[config.mk]
export PLATFORM = sky130hd
export DESIGN_NAME = cdr_loop_filter
export DESIGN_NICKNAME = d
export VERILOG_FILES = /design/src/rtl/cdr_loop_filter.sv
export SDC_FILE = /design/constraint.sdc
export NUM_CORES = 1
export LEC_CHECK = 0
export BUFFER_PORTS_ARGS = -buffer_cell sky130_fd_sc_hd__buf_2
export CORE_MARGIN = 2
export CORE_UTILIZATION = 55
export CTS_CLUSTER_SIZE = 30
export DETAILED_ROUTE_END_ITERATION = 7
export PLACE_DENSITY = 0.73
export SYNTH_ARGS = -nofsm -noshare
export SYNTH_HDL_FRONTEND = slang
export SYNTH_SLANG_ARGS = --single-unit
export TNS_END_PERCENT = 10
[constraint.sdc]
create_clock -name CLK -period 15.2 [get_ports CLK]
set_clock_uncertainty 0.15 [all_clocks]
set_input_delay 2.28 -clock CLK [delete_from_list [all_inputs] [get_ports CLK]]
set_output_delay 2.28 -clock CLK [all_outputs]
set_load 0.03 [all_outputs]
[src/rtl/cdr_loop_filter.sv]
// Purpose : second-order bang-bang CDR loop filter that drives the phase interpolator code.
// Latency : one cycle from the vote that closes a window (or a code_load) to the refreshed Code.
// Backpres: none. One vote is accepted per cycle; en=0 freezes the loop, and code_load still works.
//
// Ports:
//   CLK, rst            loop clock, asynchronous active-high reset
//   en                  loop enable (0 = freeze votes, accumulators, lock state and Code)
//   pd_valid/up/dn      bang-bang phase detector vote (up = advance, dn = retard)
//   code_load/init      preset the phase accumulator to {code_init, 0 fraction}
//   Code, code_upd      interpolator code and its one-cycle refresh strobe
//   freq_word           signed integral-path (frequency) accumulator
//   locked              high after LOCK_N consecutive quiet decision windows
module cdr_loop_filter #(
   parameter int DECIM      = 4,
   parameter int KP         = 2,
   parameter int KI         = 1,
   parameter int FRAC_BITS  = 8,
   parameter int FREQ_WIDTH = 16,
   parameter int LOCK_TH    = 1,
   parameter int LOCK_N     = 8
) (
   input  logic                         CLK,
   input  logic                         rst,
   input  logic                         en,
   input  logic                         pd_valid,
   input  logic                         pd_up,
   input  logic                         pd_dn,
   input  logic                         code_load,
   input  logic [10:0]                  code_init,
   output logic [10:0]                  Code,
   output logic                         code_upd,
   output logic signed [FREQ_WIDTH-1:0] freq_word,
   output logic                         locked
);

   localparam int CW   = $clog2(DECIM);
   localparam int NW   = CW + 2;
   localparam int PW   = 11 + FRAC_BITS;
   localparam int LW   = $clog2(LOCK_N + 1);
   localparam int FMAX = (2 ** (FREQ_WIDTH - 1)) - 1;

   logic [CW-1:0]                cnt_q, cnt_d;
   logic signed [NW-1:0]         net_q, net_d;
   logic signed [FREQ_WIDTH-1:0] freq_q, freq_d;
   logic [PW-1:0]                phase_q, phase_d;
   logic [LW-1:0]                lock_cnt_q, lock_cnt_d;
   logic                         locked_q, locked_d;
   logic                         upd_q, upd_d;

   logic                         vote_act;
   logic                         close;
   logic signed [NW-1:0]         v;
   logic signed [NW-1:0]         total;
   logic [NW-1:0]                abs_total;
   logic signed [1:0]            s;
   logic signed [31:0]           fsum;
   logic signed [FREQ_WIDTH-1:0] freq_new;
   logic signed [31:0]           delta;
   logic [PW-1:0]                phase_new;

   always_comb begin
      vote_act = en & pd_valid;
      close    = vote_act && (cnt_q == CW'(DECIM - 1));

      // Both or neither vote is a neutral vote; it still counts toward the window.
      v = '0;
      if (pd_up && !pd_dn) begin
         v = NW'(1);
      end else if (pd_dn && !pd_up) begin
         v = '1;
      end

      // The closing vote is folded into the decision.
      total     = net_q + v;
      abs_total = total[NW-1] ? NW'(-total) : NW'(total);

      s = 2'b00;
      if (total > 0) begin
         s = 2'b01;
      end else if (total < 0) begin
         s = 2'b11;
      end

      // The integral path saturates symmetrically instead of wrapping.
      fsum = 32'(freq_q) + (KI * 32'(s));
      if (fsum > FMAX) begin
         freq_new = FREQ_WIDTH'(FMAX);
      end else if (fsum < -FMAX) begin
         freq_new = FREQ_WIDTH'(-FMAX);
      end else begin
         freq_new = fsum[FREQ_WIDTH-1:0];
      end

      // The phase wraps modulo 2^PW: the interpolator is circular.
      delta     = ((KP * 32'(s)) <<< FRAC_BITS) + 32'(freq_new);
      phase_new = phase_q + delta[PW-1:0];
   end

   always_comb begin
      cnt_d      = cnt_q;
      net_d      = net_q;
      freq_d     = freq_q;
      phase_d    = phase_q;
      lock_cnt_d = lock_cnt_q;
      locked_d   = locked_q;
      upd_d      = 1'b0;

      if (code_load) begin
         // A load overrides a coincident window close, whose decision is dropped.
         phase_d    = {code_init, {FRAC_BITS{1'b0}}};
         cnt_d      = '0;
         net_d      = '0;
         lock_cnt_d = '0;
         locked_d   = 1'b0;
         upd_d      = 1'b1;
      end else if (close) begin
         freq_d  = freq_new;
         phase_d = phase_new;
         cnt_d   = '0;
         net_d   = '0;
         if (32'(abs_total) <= LOCK_TH) begin
            if (lock_cnt_q != LW'(LOCK_N)) begin
               lock_cnt_d = lock_cnt_q + LW'(1);
            end
         end else begin
            lock_cnt_d = '0;
         end
         locked_d = (lock_cnt_d == LW'(LOCK_N));
         upd_d    = 1'b1;
      end else if (vote_act) begin
         cnt_d = cnt_q + CW'(1);
         net_d = total;
      end
   end

   always_ff @(posedge CLK or posedge rst) begin
      if (rst) begin
         cnt_q      <= '0;
         net_q      <= '0;
         freq_q     <= '0;
         phase_q    <= '0;
         lock_cnt_q <= '0;
         locked_q   <= 1'b0;
         upd_q      <= 1'b0;
      end else begin
         cnt_q      <= cnt_d;
         net_q      <= net_d;
         freq_q     <= freq_d;
         phase_q    <= phase_d;
         lock_cnt_q <= lock_cnt_d;
         locked_q   <= locked_d;
         upd_q      <= upd_d;
      end
   end

   assign Code      = phase_q[PW-1:FRAC_BITS];
   assign code_upd  = upd_q;
   assign freq_word = freq_q;
   assign locked    = locked_q;

endmodule

==> metrics.cfg, run 1 <==
[yosys]
yosys-top-cells-area = dfrtp_1 (26%), ha_1 (14%), a21oi_1 (5.7%), nand2_1 (4.7%), nor2_1 (4.2%)
synth.distinct_cells = 69
postSynth.asyncResetShare_pct = 100
ys_ff_latch = 47
ys_top_cells_by_count = nand2_1 (57), a21oi_1 (51), ha_1 (51), nor2_1 (51), dfrtp_1 (47)
yosysSeqAreaShare_pct = 26.1
yosysWarnings = 0
synth.avg_cell_area_um2 = 8.31
synth_top_area_share_pct = 26.1
syn-num-nets = 615
synth_cells = 543
synth_edf_count = 0
ys.flop_type = dfrtp_1
yosys.area.top_type = dfrtp_1
synthesis.area_um2 = 4510
yosysMostFrequentCell = nand2_1

[power_and_ir_drop]
power_leakage_nw = 2.39
switching_share_pct = 38.1
p_switching_uw = 170
combinationalPowerShare_pct = 44.9
clkPwrFrac_pct = 25.1
ir_drop_uv = 75.3
pwr-share-seq_pct = 30.0
power.density_nw_per_um2 = 91.8
intPower_uw = 276
power_uw = 446

[finish]
finalNonFillerCells = 677
seq_area_um2 = 1180
fin_nets = 643
stdcell_area_um2 = 4860
areaGrowthSynthToFinish_pct = 7.62
drive_above_1_share_pct = 14.2
diodes = 0
nFillCells = 747
multi_input_area_um2 = 3080

[placed_design]
dp.cells = 669
pre_cts_ws_ns = 5.41
numPortBuffers = 46
dp_hpwl_mm = 8.00
place_congestion = 0.864
place_area_um2 = 4720

[critical_path]
cp.required_ns = 15.29
worstSetupStartpoint = pd_up
reg2regPathDepth = 27
rr_startpoint = net_q[2]
r2r_slack_ns = 7.61
end_kind = register
cp-start-kind = input port
cp.arrival_ns = 9.59
crit_top_cell = ha_1
regToRegEndpoint = phase_q[18]
max_stage_delay_ns = 0.52
crit_fanout = 22
critPathKind = in -> reg
crit_slowest_cell = inv_1

[routing]
routedWlPerCell_um = 15.5
drt_iter0_markers = 147
vias = 4051
viasPerCell = 5.98
drtAntennaViolNets = 0
first_pass_iters = 4
drc = 0
routed_wl_mm = 10.5

[grt]
grt_overflow = 0
grt_pass1_vias = 3992
grt.busiest_layer = met2
grt_max_degree = 48
grt_use_total_pct = 25.4
grtUsageMet1_pct = 33.6
antenna_found_initial = 0
use_met2_pct = 43.3
grt_pass1_wl_mm = 18.3
grt_use_met3_pct = 2.63

[timing]
worst_slack_ns = 5.70
post-route-period-util_pct = 62.5
finalSetupTns_ns = 0
tightest_slew_ns = 0.993
drv_slew = 0
period_minus_slack_ns = 9.50
maxSlewHeadroom_pct = 33.7
hold_violations = 0
setup_violations = 0
rsz0062_at_grt = false
fmax_mhz = 105

[clock_tree]
cts_root_buffer = clkbuf_8
cts_sinks = 47
insertion_delay_ns = 0.31
numCtsBuffers = 5
htree_levels = 2
cts_resized = 0
tritoncts = yes
holdBufCountCts = 0
clockBufferDepth = 2
post_cts_buffers = 0
path_clk_slew_ns = 0.09

[die]
num_rows = 33
core_area_um2 = 8090
pin_count = 47
die_w_um = 94.6
die_y_um = 94.6
fp.dieArea_um2 = 8950
start_util_pct = 55.8

[hold_path]
worstHoldStart = phase_q[7]
hold_depth = 2
hold_class = reg -> reg
holdPathEnd = phase_q[7]

[run]
max_cap_viol_count = 0

[status]
status = finished clean

flip-flops by register name, summed over array words and instances, names as in the netlist:
| register | flops |
|---|---|
| cnt_q | 2 |
| code_upd | 1 |
| freq_word | 16 |
| lock_cnt_q | 4 |
| locked | 1 |
| net_q | 4 |
| phase_q | 19 |
metrics by stage:
stage | hold slack [ns] | utilization, %
after floorplan | 0.337 | -
after global placement | 0.355 | 58.3
after detailed placement | 0.357 | 58.3
after CTS | 0.378 | 60.0
after global routing | 0.397 | 60.0
final | 0.381 | 60.0
power by group through the flow:
stage,clock [mW],combinational [mW],sequential [mW]
3_5_place_dp,0,0.197,0.136
2_1_floorplan,0,0.159,0.138
3_3_place_gp,0,0.192,0.136
4_1_cts,0.114,0.199,0.134
5_1_grt,0.119,0.225,0.135
6_report,0.112,0.200,0.134
kinds of logic (layout without fill, tap and decap cells):
logic type / after synthesis / count (layout) / synth area share (%)
buf+inv: 52 / 81 / 5.74
simple gates: 177 / 177 / 18.7
xor+xnor: 27 / 27 / 5.65
flops: 47 / 47 / 26.1
mux: 8 / 8 / 1.91
compound gates: 175 / 175 / 25.8
fa+ha+maj: 57 / 57 / 16.1
routing by layer:
layer | wire (um) | part of all wire, %
met5 | 0 | 0
met4 | 212 | 2.0
met3 | 355 | 3.4
met2 | 5040 | 48
met1 | 4860 | 46
critical path: cells and delay by family:
family	cells	cell delay (ns)
AO/OA/AOI/OAI	14	3.03
XOR/XNOR	4	1.16
buffers and inverters	4	0.69
adder cells (fa/ha/maj)	6	1.99
AND/OR/NAND/NOR	2	0.45
worst max-delay path by stage:
stage | end | slack [ns]
after global routing | phase_q[18] | 4.99
after global placement | phase_q[18] | 5.67
final | phase_q[18] | 5.70
after floorplan | phase_q[18] | 6.48
after detailed placement | phase_q[18] | 5.41
after CTS | phase_q[18] | 5.70
cell usage in the layout, fill, tap and decap left out, drive strengths merged, types with 10 or more instances in the layout:
master / synthesis / layout
nor2: 51 / 51
dfrtp: 47 / 47
xor2: 10 / 10
nand3: 16 / 16
o31ai: 10 / 10
xnor2: 17 / 17
nor3: 13 / 13
ha: 51 / 51
nand2: 57 / 57
inv: 26 / 26
o21ai: 38 / 38
a21o: 20 / 20
buf: 16 / 47
a21oi: 51 / 51
cell type report:
| type | count | share of cell area [%] |
|---|---|---|
| timing repair buffer | 47 | 4.89 |
| sequential | 47 | 24.2 |
| clock inverter | 3 | 1.39 |
| clock buffer | 5 | 1.42 |
| inverter | 26 | 2.01 |
| tap | 105 | 2.70 |
| multi-input combinational | 444 | 63.4 |
Note: power is estimated with default switching activity, not from simulation.
==> run 2, diff against run 1 <==
clock period = 8.8 ns   (was 15.2 ns; I/O delays follow)
==> run 2 against run 1 <==
Effect of this change:
- global-route usage shrank 1.1 points
- clock power grew 54%
- via count shrank 1.3%
- utilization grew 0.19 points
- non-clock buffer count grew 3
- die area is the same
- combinational power grew 75%
- largest cell class unchanged
==> metrics.cfg, run 2 (synthesis gave the netlist of run 1 again) <==
[routing]
drtAntennaViolNets = 0
first_pass_iters = 4
drc = 0
drt_iter0_markers = 170
vias = 3999
viasPerCell = 5.88
routedWlPerCell_um = 15.4
routed_wl_mm = 10.5

[clock_tree]
post_cts_buffers = 0
holdBufCountCts = 0
cts_sinks = 47
path_clk_slew_ns = 0.09
cts_root_buffer = clkbuf_8
tritoncts = yes
numCtsBuffers = 5
clockBufferDepth = 2
insertion_delay_ns = 0.30
htree_levels = 2

[critical_path]
crit_cells = 32
cp.required_ns = 8.88
crit_top_cell = ha_1
reg2regPathDepth = 29
crit_slowest_cell = fa_1
cp.arrival_ns = 8.23
cp-start-kind = input port
crit_fanout = 8
critPathTopFamily = compound AO/OA/AOI/OAI gates
critPathKind = in -> reg
path_buf_inv = 4
end_kind = register
max_stage_delay_ns = 0.45

[grt]
grt_overflow = 0
grt_pass1_wl_mm = 17.6
grt_pass1_vias = 3838
use_met2_pct = 41.8
grt.busiest_layer = met2
grt_use_met3_pct = 2.95
grtUsageMet1_pct = 32.7
grt_use_total_pct = 24.3
grt_max_degree = 48
antenna_found_initial = 0

[finish]
mostFrequentLayoutCells = nand2_1 (57), a21oi_1 (51), nor2_1 (51), ha_1 (51), dfrtp_1 (47)
largest_reg_flops = 19
stdcell_area_um2 = 4870
areaGrowthSynthToFinish_pct = 7.95
finalNonFillerCells = 680
final_common_cell = nand2_1
drive_above_1_share_pct = 15.0
nFillCells = 736
fin_nets = 646
diodes = 0
regMostFlops = phase_q

[placed_design]
numPortBuffers = 46
dp.cells = 672
dp_hpwl_mm = 8.02
place_congestion = 0.869
place_area_um2 = 4740
pre_cts_ws_ns = 0.174

[die]
die_y_um = 94.6
core_area_um2 = 8090
die_w_um = 94.6
num_rows = 33
fp.dieArea_um2 = 8950
pin_count = 47
start_util_pct = 55.8

[power_and_ir_drop]
switching_share_pct = 39.0
intPower_uw = 460
clkPwrFrac_pct = 22.9
pwr-share-seq_pct = 30.7
combinationalPowerShare_pct = 46.4
power_leakage_nw = 2.41
power.density_nw_per_um2 = 155
ir_drop_uv = 137
p_switching_uw = 294

[hold_path]
hold_depth = 2
hold_class = reg -> reg

[status]
status = finished clean

[timing]
post-route-period-util_pct = 92.6
finalSetupTns_ns = 0
tightest_slew_ns = 0.989
hold_violations = 0
drv_slew = 0
setup_violations = 0
period_minus_slack_ns = 8.15
worst_slack_ns = 0.649
rsz0062_at_grt = false
maxSlewHeadroom_pct = 33.9
fmax_mhz = 123

[run]
max_cap_viol_count = 0

## run 2: power groups by stage
stage               clock network [mW]  logic [mW]  registers (mW)
floorplan                            0       0.274           0.238
global placement                     0       0.334           0.235
detailed placement                   0       0.343           0.235
CTS                              0.174       0.348           0.231
global route                     0.182       0.390           0.232
finish                           0.172       0.350           0.231
## run 2: metrics by stage
step | power (mW) | hold slack, ns | utilization [%]
finish | 0.753 | 0.369 | 60.2
global route | 0.804 | 0.409 | 60.2
CTS | 0.752 | 0.377 | 60.1
detailed placement | 0.579 | 0.357 | 58.6
global placement | 0.569 | 0.354 | 58.6
floorplan | 0.512 | 0.337 | -
## run 2: tightest hold or removal path, stage by stage, from the launching register on
cell and delay, ns:
dfrtp_1 0.38, nand2_1 0.05, o31ai_1 0.06
## run 2: area by class of cell
type                            instances  area [um^2]  share of cell area (%)
Multi-Input combinational cell        444         3090                    63.3
Sequential cell                        47         1180                    24.1
Timing Repair Buffer                   50          260                    5.34
Tap cell                              105          131                    2.70
Inverter                               26         97.6                    2.00
Clock buffer                            6         82.6                    1.69
Clock inverter                          2         38.8                   0.796
## run 2: timing repair
action,in CTS,in global routing
resized for setup,0,2
hold endpoints to repair,0,0
setup endpoints to repair,0,1
## run 2: per-layer routing
metal	vias up	wire (um)	share of wire [%]
li1	2028	-	-
met1	1880	4900	47
met2	77	5050	48
met3	14	364	3.5
met4	0	144	1.4
met5	-	0	0
## run 2: worst paths after layout
| kind | startpoint | endpoint | slack (ns) |
|---|---|---|---|
| max reg2reg | net_q[2] | phase_q[18] | 1.60 |
| max | pd_up | phase_q[18] | 0.65 |
| min | freq_word[5] | freq_word[5] | 0.37 |
| min reg2reg | freq_word[5] | freq_word[5] | 0.37 |
| min in group asynchronous | rst | code_upd | 1.09 |
| max in group asynchronous | rst | freq_word[1] | 6.80 |
==> run 3, diff against run 2 <==
CORE_ASPECT_RATIO = 2   (was unset)
==> run 3 against run 2 <==
Effect of this change:
- worst setup slack improved by 0.13 ns
- worst hold slack about the same
- flip-flop and latch count unchanged
- die area is 0.49% higher
- register-to-register slack better by 0.18 ns
- first-iteration DRC count rose by 5.3%
- final area is 0.46% higher
- clock-buffer cell count is 1 lower
- routed wire length up 7.5%
- largest power group unchanged
==> metrics.cfg, run 3 (synthesis gave the netlist of run 1 again) <==
[critical_path]
rr_startpoint = net_q[2]
r2r_slack_ns = 1.78
reg2regPathDepth = 30
cp.required_ns = 8.87
crit_cells = 33
worstSetupStartpoint = pd_up
path_buf_inv = 5
crit_path_end = phase_q[18]
crit_fanout = 8
crit_top_cell = ha_1
max_stage_delay_ns = 0.45
regToRegEndpoint = phase_q[18]
cp-start-kind = input port
cp.arrival_ns = 8.09
critPathTopFamily = compound AO/OA/AOI/OAI gates
crit_slowest_cell = fa_1
critPathKind = in -> reg
end_kind = register

[finish]
fin_nets = 649
mostFrequentLayoutCells = nand2_1 (57), a21oi_1 (51), nor2_1 (51), ha_1 (51), dfrtp_1 (47)
drive_above_1_share_pct = 15.1
stdcell_area_um2 = 4900
diodes = 0
largest_reg_flops = 19
final_common_cell = nand2_1
regMostFlops = phase_q
finalNonFillerCells = 674
areaGrowthSynthToFinish_pct = 8.45

[die]
die_y_um = 132
die_w_um = 68.1
fp.dieArea_um2 = 8990
start_util_pct = 56.8
num_rows = 46
pin_count = 47
core_area_um2 = 7940

[routing]
first_pass_iters = 4
drt_iter0_markers = 179
viasPerCell = 6.03
routed_wl_mm = 11.3
vias = 4064
drtAntennaViolNets = 0
routedWlPerCell_um = 16.7
drc = 0

[power_and_ir_drop]
p_switching_uw = 296
ir_drop_uv = 139
pwr-share-seq_pct = 30.1
clkPwrFrac_pct = 24.2
switching_share_pct = 38.6
power.density_nw_per_um2 = 157
intPower_uw = 472
power_leakage_nw = 2.43
combinationalPowerShare_pct = 45.7

[clock_tree]
path_clk_slew_ns = 0.06
clockBufferDepth = 2
numCtsBuffers = 5
cts_resized = 0
tritoncts = yes
cts_sinks = 47
insertion_delay_ns = 0.29
holdBufCountCts = 0
post_cts_buffers = 0
cts_root_buffer = clkbuf_16
htree_levels = 2

[hold_path]
hold_class = reg -> reg
hold_depth = 2
worstHoldStart = freq_word[13]

[timing]
worst_slack_ns = 0.781
tightest_slew_ns = 1.01
drv_slew = 0
fmax_mhz = 125
period_minus_slack_ns = 8.02
finalSetupTns_ns = 0
hold_violations = 0
rsz0062_at_grt = false
final.hold.worst_slack_ns = 0.369
setup_violations = 0
post-route-period-util_pct = 91.1
maxSlewHeadroom_pct = 32.4

[placed_design]
pre_cts_ws_ns = 0.507
numPortBuffers = 46
dp_hpwl_mm = 9.08
place_area_um2 = 4760
place_congestion = 0.895
dp.cells = 666

[grt]
grt_use_total_pct = 27.5
antenna_found_initial = 0
grt_pass1_vias = 4224
grt_overflow = 0
grt_max_degree = 48
grt_pass1_wl_mm = 19.2

[run]
max_cap_viol_count = 0

[status]
status = finished clean

[run 3: changes by cell type in the layout (fill, tap and decap cells not counted)]
cell       change
buf_4          +3
bufinv_16      -1
clkbuf_16      +5
clkbuf_8       -6
clkinv_2       +3
inv_1          +1
inv_2          -1
inv_6          -1
xor2_1         +1
xor2_2         -1
[run 3: how the worst min path moves through the flow]
stage / to / slack, ns
after global routing: phase_q[3] / 0.41
after floorplan: phase_q[4] / 0.34
after CTS: freq_word[13] / 0.37
after detailed placement: freq_word[13] / 0.35
after global placement: locked / 0.34
final: freq_word[13] / 0.37
[run 3: worst register-to-register path, delay by kind of cell, from the launching register on]
family	cells	cell delay [ns]
adder cells (fa/ha/maj)	6	1.89
flip-flops	1	0.38
AO/OA/AOI/OAI	14	2.91
buffers and inverters	3	0.40
AND/OR/NAND/NOR	4	0.73
XOR/XNOR	3	0.50
[run 3: final cells by class]
class / count / area, um^2
multi-input cells: 444 / 3080
fillers: 744 / 3050
flip-flops and latches: 47 / 1180
repair buffers: 53 / 283
clock buffers: 5 / 125
well taps: 96 / 120
inverters: 26 / 97.6
clock inverters: 3 / 15.0
[run 3: metrics by stage]
stage               util, %  power, mW
finish                 61.6      0.768
global route           61.6      0.824
CTS                    61.6      0.771
detailed placement     59.9      0.583
global placement       59.9      0.575
floorplan                 -      0.512
[run 3: metal layers]
metal  vias to the layer above  wire [um]  global-route usage [%]
li1                       2031          -                       -
met1                      1909       4180                    27.9
met2                        86       6250                    49.2
met3                        38        216                    4.01
met4                         0        607                    17.1
met5                         -          0                       0
[run 3: power groups by stage]
stage / Sequential (mW) / Clock [mW] / Combinational, mW
CTS: 0.231 / 0.189 / 0.351
floorplan: 0.238 / 0 / 0.274
detailed placement: 0.235 / 0 / 0.348
global placement: 0.235 / 0 / 0.340
global route: 0.233 / 0.196 / 0.395
finish: 0.231 / 0.186 / 0.351
